==> config.mk <==
export PLATFORM = sky130hd
export DESIGN_NAME = cmd_sequencer_flat
export DESIGN_NICKNAME = d
export VERILOG_FILES = /design/src/rtl/led_ctrl_pkg.sv /design/src/rtl/cmd_sequencer_if.sv /design/src/rtl/byte_timeout.sv /design/src/rtl/cmd_sequencer.sv /design/src/flat_wrapper.sv
export SDC_FILE = /design/constraint.sdc
export NUM_CORES = 1
export LEC_CHECK = 0
export CORE_UTILIZATION = 50
export CTS_CLUSTER_SIZE = 28
export DETAILED_ROUTE_END_ITERATION = 8
export GPL_TIMING_DRIVEN = 0
export PLACE_DENSITY = 0.79
export SYNTH_ARGS = -nofsm -noshare
export SYNTH_HDL_FRONTEND = slang
export SYNTH_SLANG_ARGS = --single-unit
==> constraint.sdc <==
create_clock -name clk_in -period 3.3 [get_ports clk_in]
set_clock_uncertainty 0.15 [all_clocks]
set_input_delay 0.825 -clock clk_in [delete_from_list [all_inputs] [get_ports clk_in]]
set_output_delay 0.825 -clock clk_in [all_outputs]
set_load 0.05 [all_outputs]
==> src/rtl/led_ctrl_pkg.sv <==
// Shared definitions for the LED matrix command path: sequencer states,
// UART command byte values and a small state classification helper.
package led_ctrl_pkg;

    typedef enum logic [2:0] {
        IDLE,
        GET_ROW,
        GET_COL,
        GET_R,
        GET_G,
        GET_B,
        GET_LEVEL,
        WRITE
    } seq_state_t;

    localparam logic [7:0] CMD_RED_ON    = 8'h52; // "R"
    localparam logic [7:0] CMD_RED_OFF   = 8'h72; // "r"
    localparam logic [7:0] CMD_GREEN_ON  = 8'h47; // "G"
    localparam logic [7:0] CMD_GREEN_OFF = 8'h67; // "g"
    localparam logic [7:0] CMD_BLUE_ON   = 8'h42; // "B"
    localparam logic [7:0] CMD_BLUE_OFF  = 8'h62; // "b"
    localparam logic [7:0] CMD_LEVEL     = 8'h4C; // "L"
    localparam logic [7:0] CMD_PIXEL     = 8'h50; // "P"

    // The payload-collecting states are the only ones that run the inter-byte timeout.
    function automatic logic is_get_state(input seq_state_t s);
        return (s != IDLE) && (s != WRITE);
    endfunction

endpackage

==> src/rtl/cmd_sequencer_if.sv <==
// Pixel write channel from the command sequencer to the frame buffer
// (valid/ready handshake carrying row, column and {R,G,B}).
interface cmd_sequencer_if #(
    parameter int ROW_WIDTH = 4,
    parameter int COL_WIDTH = 5
);
    logic                 pix_wr_valid;
    logic                 pix_wr_ready;
    logic [ROW_WIDTH-1:0] pix_wr_row;
    logic [COL_WIDTH-1:0] pix_wr_col;
    logic [23:0]          pix_wr_rgb;

    modport master (
        output pix_wr_valid,
        output pix_wr_row,
        output pix_wr_col,
        output pix_wr_rgb,
        input  pix_wr_ready
    );

    modport slave (
        input  pix_wr_valid,
        input  pix_wr_row,
        input  pix_wr_col,
        input  pix_wr_rgb,
        output pix_wr_ready
    );
endinterface

==> src/rtl/byte_timeout.sv <==
// Inter-byte idle counter: flags expiry once TIMEOUT_CYCLES-1 cycles have
// elapsed with enable high and no clear.
module byte_timeout #(
    parameter int TIMEOUT_CYCLES = 5_320_000,
    parameter int TIMEOUT_WIDTH  = 23
) (
    input  logic clk_in,
    input  logic reset_n,
    input  logic clear,
    input  logic enable,
    output logic expired
);
    localparam logic [TIMEOUT_WIDTH-1:0] LAST_COUNT = TIMEOUT_WIDTH'(TIMEOUT_CYCLES - 1);
    localparam logic [TIMEOUT_WIDTH-1:0] ONE        = TIMEOUT_WIDTH'(1);

    logic [TIMEOUT_WIDTH-1:0] count;

    assign expired = enable && (count == LAST_COUNT);

    // Saturates at the expiry value so a stalled owner never sees a wrap.
    always_ff @(posedge clk_in or negedge reset_n) begin
        if (!reset_n) begin
            count <= '0;
        end else if (clear) begin
            count <= '0;
        end else if (enable && !expired) begin
            count <= count + ONE;
        end
    end
endmodule

==> src/rtl/cmd_sequencer.sv <==
// UART byte command decoder for the LED matrix: channel enables, brightness
// and single-pixel writes with an inter-byte timeout.
module cmd_sequencer
    import led_ctrl_pkg::*;
#(
    parameter int TIMEOUT_CYCLES = 5_320_000,
    parameter int TIMEOUT_WIDTH  = 23,
    parameter int ROWS           = 16,
    parameter int COLS           = 32
) (
    input  logic                   clk_in,
    input  logic                   reset_n,
    input  logic [7:0]             rx_data,
    input  logic                   rx_valid,
    output logic [2:0]             rgb_enable,
    output logic [7:0]             brightness,
    cmd_sequencer_if.master        pix,
    output logic                   busy,
    output logic                   err_pulse
);
    localparam int ROW_WIDTH = $clog2(ROWS);
    localparam int COL_WIDTH = $clog2(COLS);

    seq_state_t state, next_state;
    logic       err_next;
    logic       in_get;
    logic       expired;
    logic       in_range;
    logic [1:0] rst_sync;
    logic       rst_n;
    logic [7:0] row_q, col_q, red_q, green_q;

    // Reset asserts immediately but releases two clock edges later, aligned to clk_in.
    always_ff @(posedge clk_in or negedge reset_n) begin
        if (!reset_n) begin
            rst_sync <= 2'b00;
        end else begin
            rst_sync <= {rst_sync[0], 1'b1};
        end
    end
    assign rst_n = rst_sync[1];

    assign in_get   = is_get_state(state);
    assign in_range = (32'(row_q) < ROWS) && (32'(col_q) < COLS);

    byte_timeout #(
        .TIMEOUT_CYCLES (TIMEOUT_CYCLES),
        .TIMEOUT_WIDTH  (TIMEOUT_WIDTH)
    ) u_timeout (
        .clk_in  (clk_in),
        .reset_n (rst_n),
        .clear   (rx_valid || !in_get),
        .enable  (in_get),
        .expired (expired)
    );

    always_ff @(posedge clk_in or negedge rst_n) begin
        if (!rst_n) begin
            state <= IDLE;
        end else begin
            state <= next_state;
        end
    end

    // A byte arriving on the expiry cycle takes priority over the timeout.
    always_comb begin
        next_state = state;
        err_next   = 1'b0;
        unique case (state)
            IDLE: begin
                if (rx_valid) begin
                    if (rx_data == CMD_LEVEL) begin
                        next_state = GET_LEVEL;
                    end else if (rx_data == CMD_PIXEL) begin
                        next_state = GET_ROW;
                    end
                end
            end
            GET_LEVEL: if (rx_valid) next_state = IDLE;
            GET_ROW:   if (rx_valid) next_state = GET_COL;
            GET_COL:   if (rx_valid) next_state = GET_R;
            GET_R:     if (rx_valid) next_state = GET_G;
            GET_G:     if (rx_valid) next_state = GET_B;
            GET_B: begin
                if (rx_valid) begin
                    if (in_range) begin
                        next_state = WRITE;
                    end else begin
                        next_state = IDLE;
                        err_next   = 1'b1;
                    end
                end
            end
            WRITE: begin
                if (rx_valid) err_next = 1'b1;
                if (pix.pix_wr_ready) next_state = IDLE;
            end
            default: next_state = IDLE;
        endcase
        if (in_get && !rx_valid && expired) begin
            next_state = IDLE;
            err_next   = 1'b1;
        end
    end

    // Range checks use the full received bytes; only the accepted write is truncated.
    always_ff @(posedge clk_in or negedge rst_n) begin
        if (!rst_n) begin
            rgb_enable       <= 3'b111;
            brightness       <= 8'hFF;
            busy             <= 1'b0;
            err_pulse        <= 1'b0;
            row_q            <= '0;
            col_q            <= '0;
            red_q            <= '0;
            green_q          <= '0;
            pix.pix_wr_valid <= 1'b0;
            pix.pix_wr_row   <= '0;
            pix.pix_wr_col   <= '0;
            pix.pix_wr_rgb   <= '0;
        end else begin
            busy      <= (next_state != IDLE);
            err_pulse <= err_next;
            if (rx_valid) begin
                unique case (state)
                    IDLE: begin
                        case (rx_data)
                            CMD_RED_ON:    rgb_enable[0] <= 1'b1;
                            CMD_RED_OFF:   rgb_enable[0] <= 1'b0;
                            CMD_GREEN_ON:  rgb_enable[1] <= 1'b1;
                            CMD_GREEN_OFF: rgb_enable[1] <= 1'b0;
                            CMD_BLUE_ON:   rgb_enable[2] <= 1'b1;
                            CMD_BLUE_OFF:  rgb_enable[2] <= 1'b0;
                            default: ;
                        endcase
                    end
                    GET_LEVEL: brightness <= rx_data;
                    GET_ROW:   row_q      <= rx_data;
                    GET_COL:   col_q      <= rx_data;
                    GET_R:     red_q      <= rx_data;
                    GET_G:     green_q    <= rx_data;
                    GET_B: begin
                        if (in_range) begin
                            pix.pix_wr_valid <= 1'b1;
                            pix.pix_wr_row   <= row_q[ROW_WIDTH-1:0];
                            pix.pix_wr_col   <= col_q[COL_WIDTH-1:0];
                            pix.pix_wr_rgb   <= {red_q, green_q, rx_data};
                        end
                    end
                    default: ;
                endcase
            end
            if (state == WRITE && pix.pix_wr_ready) begin
                pix.pix_wr_valid <= 1'b0;
            end
        end
    end
endmodule
==> src/flat_wrapper.sv <==
// flat-port wrapper written by rule: the top's interface ports become plain ports
module cmd_sequencer_flat import led_ctrl_pkg::*;
#(
    parameter int TIMEOUT_CYCLES = 5_320_000,
    parameter int TIMEOUT_WIDTH  = 23,
    parameter int ROWS           = 16,
    parameter int COLS           = 32
)
  (clk_in, reset_n, rx_data, rx_valid, rgb_enable, brightness, busy, err_pulse, pix_pix_wr_valid, pix_pix_wr_row, pix_pix_wr_col, pix_pix_wr_rgb, pix_pix_wr_ready);
  cmd_sequencer_if pix_i ();
  input  logic clk_in;
  input  logic reset_n;
  input  logic [7:0] rx_data;
  input  logic rx_valid;
  output logic [2:0] rgb_enable;
  output logic [7:0] brightness;
  output logic busy;
  output logic err_pulse;
  output wire logic [$bits(pix_i.pix_wr_valid)-1:0] pix_pix_wr_valid;
  output wire logic [$bits(pix_i.pix_wr_row)-1:0] pix_pix_wr_row;
  output wire logic [$bits(pix_i.pix_wr_col)-1:0] pix_pix_wr_col;
  output wire logic [$bits(pix_i.pix_wr_rgb)-1:0] pix_pix_wr_rgb;
  input wire logic [$bits(pix_i.pix_wr_ready)-1:0] pix_pix_wr_ready;
  assign pix_pix_wr_valid = pix_i.pix_wr_valid;
  assign pix_pix_wr_row = pix_i.pix_wr_row;
  assign pix_pix_wr_col = pix_i.pix_wr_col;
  assign pix_pix_wr_rgb = pix_i.pix_wr_rgb;
  assign pix_i.pix_wr_ready = pix_pix_wr_ready;
  cmd_sequencer #(.TIMEOUT_CYCLES(TIMEOUT_CYCLES), .TIMEOUT_WIDTH(TIMEOUT_WIDTH), .ROWS(ROWS), .COLS(COLS)) u_core (.clk_in(clk_in), .reset_n(reset_n), .rx_data(rx_data), .rx_valid(rx_valid), .rgb_enable(rgb_enable), .brightness(brightness), .pix(pix_i), .busy(busy), .err_pulse(err_pulse));
endmodule
After elaboration in Yosys (flattened, before gate mapping)
Cells that the tools add are included.

word-level totals
  logic and storage cells = 95
  register bits after elaboration = 107
  input bits = 12
  output and inout port bits = 47

cells by class
  $add $sub $neg = 1
  reductions and logical operators = 31
  equal/unequal tests = 17
  muxes and demuxes = 27
  order comparisons = 2

operators with widths
  operator               count
  $eq 8x7->1 const B     8
  $mux 23                2
  $mux 3                 12
  $pmux 3 s8             1
  $add 23x1->23 const B  1
  $eq 23x23->1 const B   1
  $reduce_and 3->1       5
  $reduce_bool 2->1      7
  $eq 3x3->1 const B     4
  $reduce_and 2->1       5
  $lt 8x5->1 const B     1
  $lt 8x6->1 const B     1
  $mux 1                 8
  $pmux 1 s2             4
  $logic_and 1x1->1      7
  $eq 3x2->1 const B     2
  $reduce_bool 3->1      2
  $eq 3x1->1 const B     1
  $logic_not 1->1        3
  $logic_not 3->1        1
  $ne 3x3->1 const B     1
  $logic_or 1x1->1       1

Logic depth before layout (Yosys ltp)
  depth after elaboration = 7
  gate-level depth with buffers = 7
  depth with buffers taken out = 6

Modules after synthesis
From an unflattened synthesis, not the netlist that was laid out.

unflattened totals
  cells, all modules = 386
  area, all modules = 4760.8 µm²

modules (own cells, without submodules)
  module         sequential area each (µm²)  instances  cells an instance  area an instance (µm²)
  cmd_sequencer  2115.8                      1          248                3445.8
  byte_timeout   575.6                       1          138                1315.0

Least setup slack after synthesis
Ideal clock, no wire load.

  path type = register to register
  start = register u_core.row_q[5]
  end = register u_core.pix.pix_wr_col[2]
  required time = 3025 ps
  period minus slack after synthesis = 2500 ps
  buffers on the path = 2
  cell stages (with the launch flop) = 7
  arrival = 2225 ps
  setup slack = 800 ps
  cell sequence = dfrtp_1 > or4_1 > or4_1 > or3_1 > buf_6 > buf_12 > mux2_4

on the way
  longest elaborated chain between the ends = 3

ends and longest elaborated chain
  item                        line                    text
  start, declared             cmd_sequencer.sv:31     logic [7:0] row_q, col_q, red_q, green_q;
  start signal, assigned      cmd_sequencer.sv:138    GET_ROW: row_q <= rx_data;
  $lt 8x5->1                  cmd_sequencer.sv:44     assign in_range = (32'(row_q) < ROWS) && (32'(col_q) < COLS);
  $logic_and 1x1->1           cmd_sequencer.sv:44
  $reduce_and 3->1 (no line)  n/a
  end signal, assigned        cmd_sequencer.sv:146    pix.pix_wr_col <= col_q[COL_WIDTH-1:0];
  end, declared               cmd_sequencer_if.sv:16  output pix_wr_col,

Every way passes these cells.
A chain may end at the register's enable or synchronous reset.

Worst setup path after layout
  start = input port rx_valid
  end = register u_core.green_q[5]

on the way
  longest elaborated chain between the ends = 1

ends and longest elaborated chain
  item                        line                  text
  start, declared             flat_wrapper.sv:14    input logic rx_valid;
  $reduce_and 2->1 (no line)  n/a
  end signal, assigned        cmd_sequencer.sv:141  GET_G: green_q <= rx_data;
  end, declared               cmd_sequencer.sv:31

Every way passes these cells.

==> impl_metrics.ini <==
[route]
vias = 3018
routed_wl_mm = 9.16
wl_per_cell_um = 16.4
drc = 0
viasPerCell = 5.42
drtIter0Drc = 196
drt_first_pass_iters = 4
ant_nets = 0

[timing]
relSlewSlack = 0.264
min_period_over_period = 0.925
timing.fmax_mhz = 328
fin_setup_tns_ps = 0
slew_viol_final = 0
hold_viol_final = 0
finalCriticalPeriod_ps = 3050
rsz0062_at_grt = false
setup_violations = 0
tightest_slew_ps = 1100

[die]
die_x_um = 99.5
start_util = 0.514
core_area_um2 = 9240
io_pins = 59
die_h_um = 99.5
row_count = 35
die_area_um2 = 9890

[global_route]
grt_pass1_wl_mm = 15.4
track_usage = 0.202
grt_max_degree = 55
antenna_found_initial = 0
overflow = 0
grt_pass1_vias = 3026

[yosys]
async_flop_share = 1.00
syn_nets = 369
yosysWarnings = 0
synth_area_um2 = 4750
synth_top_cell_by_area = dfrtp_1
syn_area_per_cell_um2 = 13.3
netlist_top_cells_area = dfrtp_1 (51%), mux2_2 (11%), mux2_4 (8.9%)
synth_edf_count = 0
ys.flop_type = dfrtp_1
yosysSeqAreaShare = 0.567
ys_ff_latch = 107
yosysUniqueCellTypes = 49
synth_top_area_share = 0.506
synthCells = 356
post-synth-top-count-cell = dfrtp_1
synth_common_cells = dfrtp_1 (96), mux2_2 (45), nor2_1 (29)

[placement]
postPlaceCellArea_um2 = 5490
dp_cells = 541
port_buffers = 55
gp_congestion = 0.861
hpwl_mm = 6.18

[clock_tree]
cts_buffer_depth = 2
ctsHtreeMaxLevel = 3
cts-root-buf = clkbuf_8
post-cts-setup-buffers = 0
cts_tree = built
cts_inserted_buffers = 9
cts_sinks = 107
insertion_delay_ps = 370
holdBufCountCts = 0
cts_resized = 0
clk_pin_slew_worst_paths_ps = 110

[cells_and_area]
drive_above_1_share = 0.264
num_antenna_cells = 0
fin_cells = 557
syn_to_final_growth_pct = 20.2
final_core_util = 0.618
filler_cell_count = 698
fin_area_um2 = 5710
nNetsFinal = 436

[power_and_ir_drop]
power_switching_share = 0.374
power_switching_mw = 1.71
power_frac_seq = 0.432
pwr-share-clk = 0.188
vdd_drop_max_mv = 0.612
power.density_nw_per_um2 = 798
p_leak_nw = 2.57
pwr-share-comb = 0.380
internal-power_mw = 2.85

[hold_path]
min_path_cells = 0
hp-class = reg -> reg

[run]
drv_cap = 0

[critical_path]
end_kind = flop
cp_slowest_cell = nor3_1
critical_path_class = in -> reg
cp.arrival_ps = 3170
worst_setup_path_start_kind = primary input
r2r_setup_slack_ps = 670
r2r_cells = 6
crit_chain = clkdlybuf4s50_1 -> clkbuf_1 -> inv_1 -> nor3_1 -> mux2_2
cp_max_fo = 10
required_ps = 3410
max_stage_delay_ps = 900

[status]
status = finished, final reports clean
## critical path, delay by kind of cell
family | cells | cell delay [ps]
AND/OR/NAND/NOR | 1 | 900
multiplexers | 1 | 430
buffers and inverters | 3 | 1010
## final cells by class
type                       count  area, µm²  share of cell area
sequential                   107       2700               0.472
multi-input combinational    226       1900               0.333
timing repair buffer          56        578               0.101
clock buffer                   9        124              0.0217
tap                          129        161              0.0283
inverter                       6       22.5             0.00395
clock inverter                 7       91.3              0.0160
buffer                        17        136              0.0239
## per-layer routing
metal / wire length [µm] / track usage / share of wire / up-vias
met5: 0 / 0 / 0 / -
met4: 173 / 0.0792 / 0.019 / 0
met3: 435 / 0.0309 / 0.047 / 14
met2: 4220 / 0.311 / 0.46 / 97
met1: 4340 / 0.291 / 0.47 / 1511
li1: - / - / - / 1396
## cells in the final DEF (no fill, tap or decap), drive strengths merged, types with 3 or more instances in the layout
master          n
dfrtp          96
nor2           29
and4            3
o21ai           5
mux2           73
and3            8
inv            10
nand3          10
xnor2           8
nor4            4
clkbuf         20
nand2          10
nand4           9
buf             7
a21oi           3
dfstp          11
or3             3
clkdlybuf4s50  55
xor2           15
nor2b           5
mux2i           4
nor3            8
## per-stage QoR
step                      worst slack, ps  hold WS [ps]  power, mW
after global routing                 80.3           229       4.78
after floorplan                       800           181       3.21
after global placement              -41.9           188       3.67
after detailed placement             -125           192       3.73
after CTS                             285           216       4.59
final                                 247           213       4.56
## worst paths after layout
check	from	to
max	rx_valid	u_core.green_q[5]$_DFFE_PN0P_
min	u_core.rst_sync[0]$_DFF_PN0_	u_core.rst_sync[1]$_DFF_PN0_
max reg2reg	u_core.col_q[7]$_DFFE_PN0P_	u_core.pix.pix_wr_rgb[19]$_DFFE_PN0P_
min reg2reg	u_core.rst_sync[0]$_DFF_PN0_	u_core.rst_sync[1]$_DFF_PN0_
max in group asynchronous	u_core.rst_sync[1]$_DFF_PN0_	u_core.rgb_enable[0]$_DFFE_PN1P_
min in group asynchronous	u_core.rst_sync[1]$_DFF_PN0_	u_core.col_q[7]$_DFFE_PN0P_
## cell families after synthesis
kind of cell             after synthesis  share of synthesized area
AO/OA/AOI/OAI                         22                     0.0337
XOR/XNOR                              23                     0.0424
adder cells (fa/ha/maj)                1                    0.00263
buffers and inverters                 23                     0.0335
flip-flops                           107                      0.567
multiplexers                          77                      0.204
other                                  1                   0.000790
AND/OR/NAND/NOR                      102                      0.117
## flip-flops by register name, indices dropped and copies added, names as in the netlist
| name | flops |
|---|---|
| u_core.u_timeout.count | 23 |
| u_core.col_q | 8 |
| u_core.pix.pix_wr_col | 5 |
| u_core.brightness | 8 |
| u_core.pix.pix_wr_valid | 1 |
| u_core.busy | 1 |
| u_core.pix.pix_wr_row | 4 |
| u_core.state | 3 |
| u_core.red_q | 8 |
| u_core.green_q | 8 |
| u_core.pix.pix_wr_rgb | 24 |
| u_core.err_pulse | 1 |
| u_core.rst_sync | 2 |
| u_core.row_q | 8 |
| u_core.rgb_enable | 3 |
## power groups by stage
stage | Clock [mW] | Combinational, mW | Sequential, mW
6_report | 0.855 | 1.73 | 1.97
5_1_grt | 0.919 | 1.83 | 2.02
4_1_cts | 0.870 | 1.74 | 1.97
3_5_place_dp | 0 | 1.73 | 2.00
3_3_place_gp | 0 | 1.68 | 1.99
2_1_floorplan | 0 | 0.690 | 2.52
Note: power is estimated with default switching activity, not from simulation.
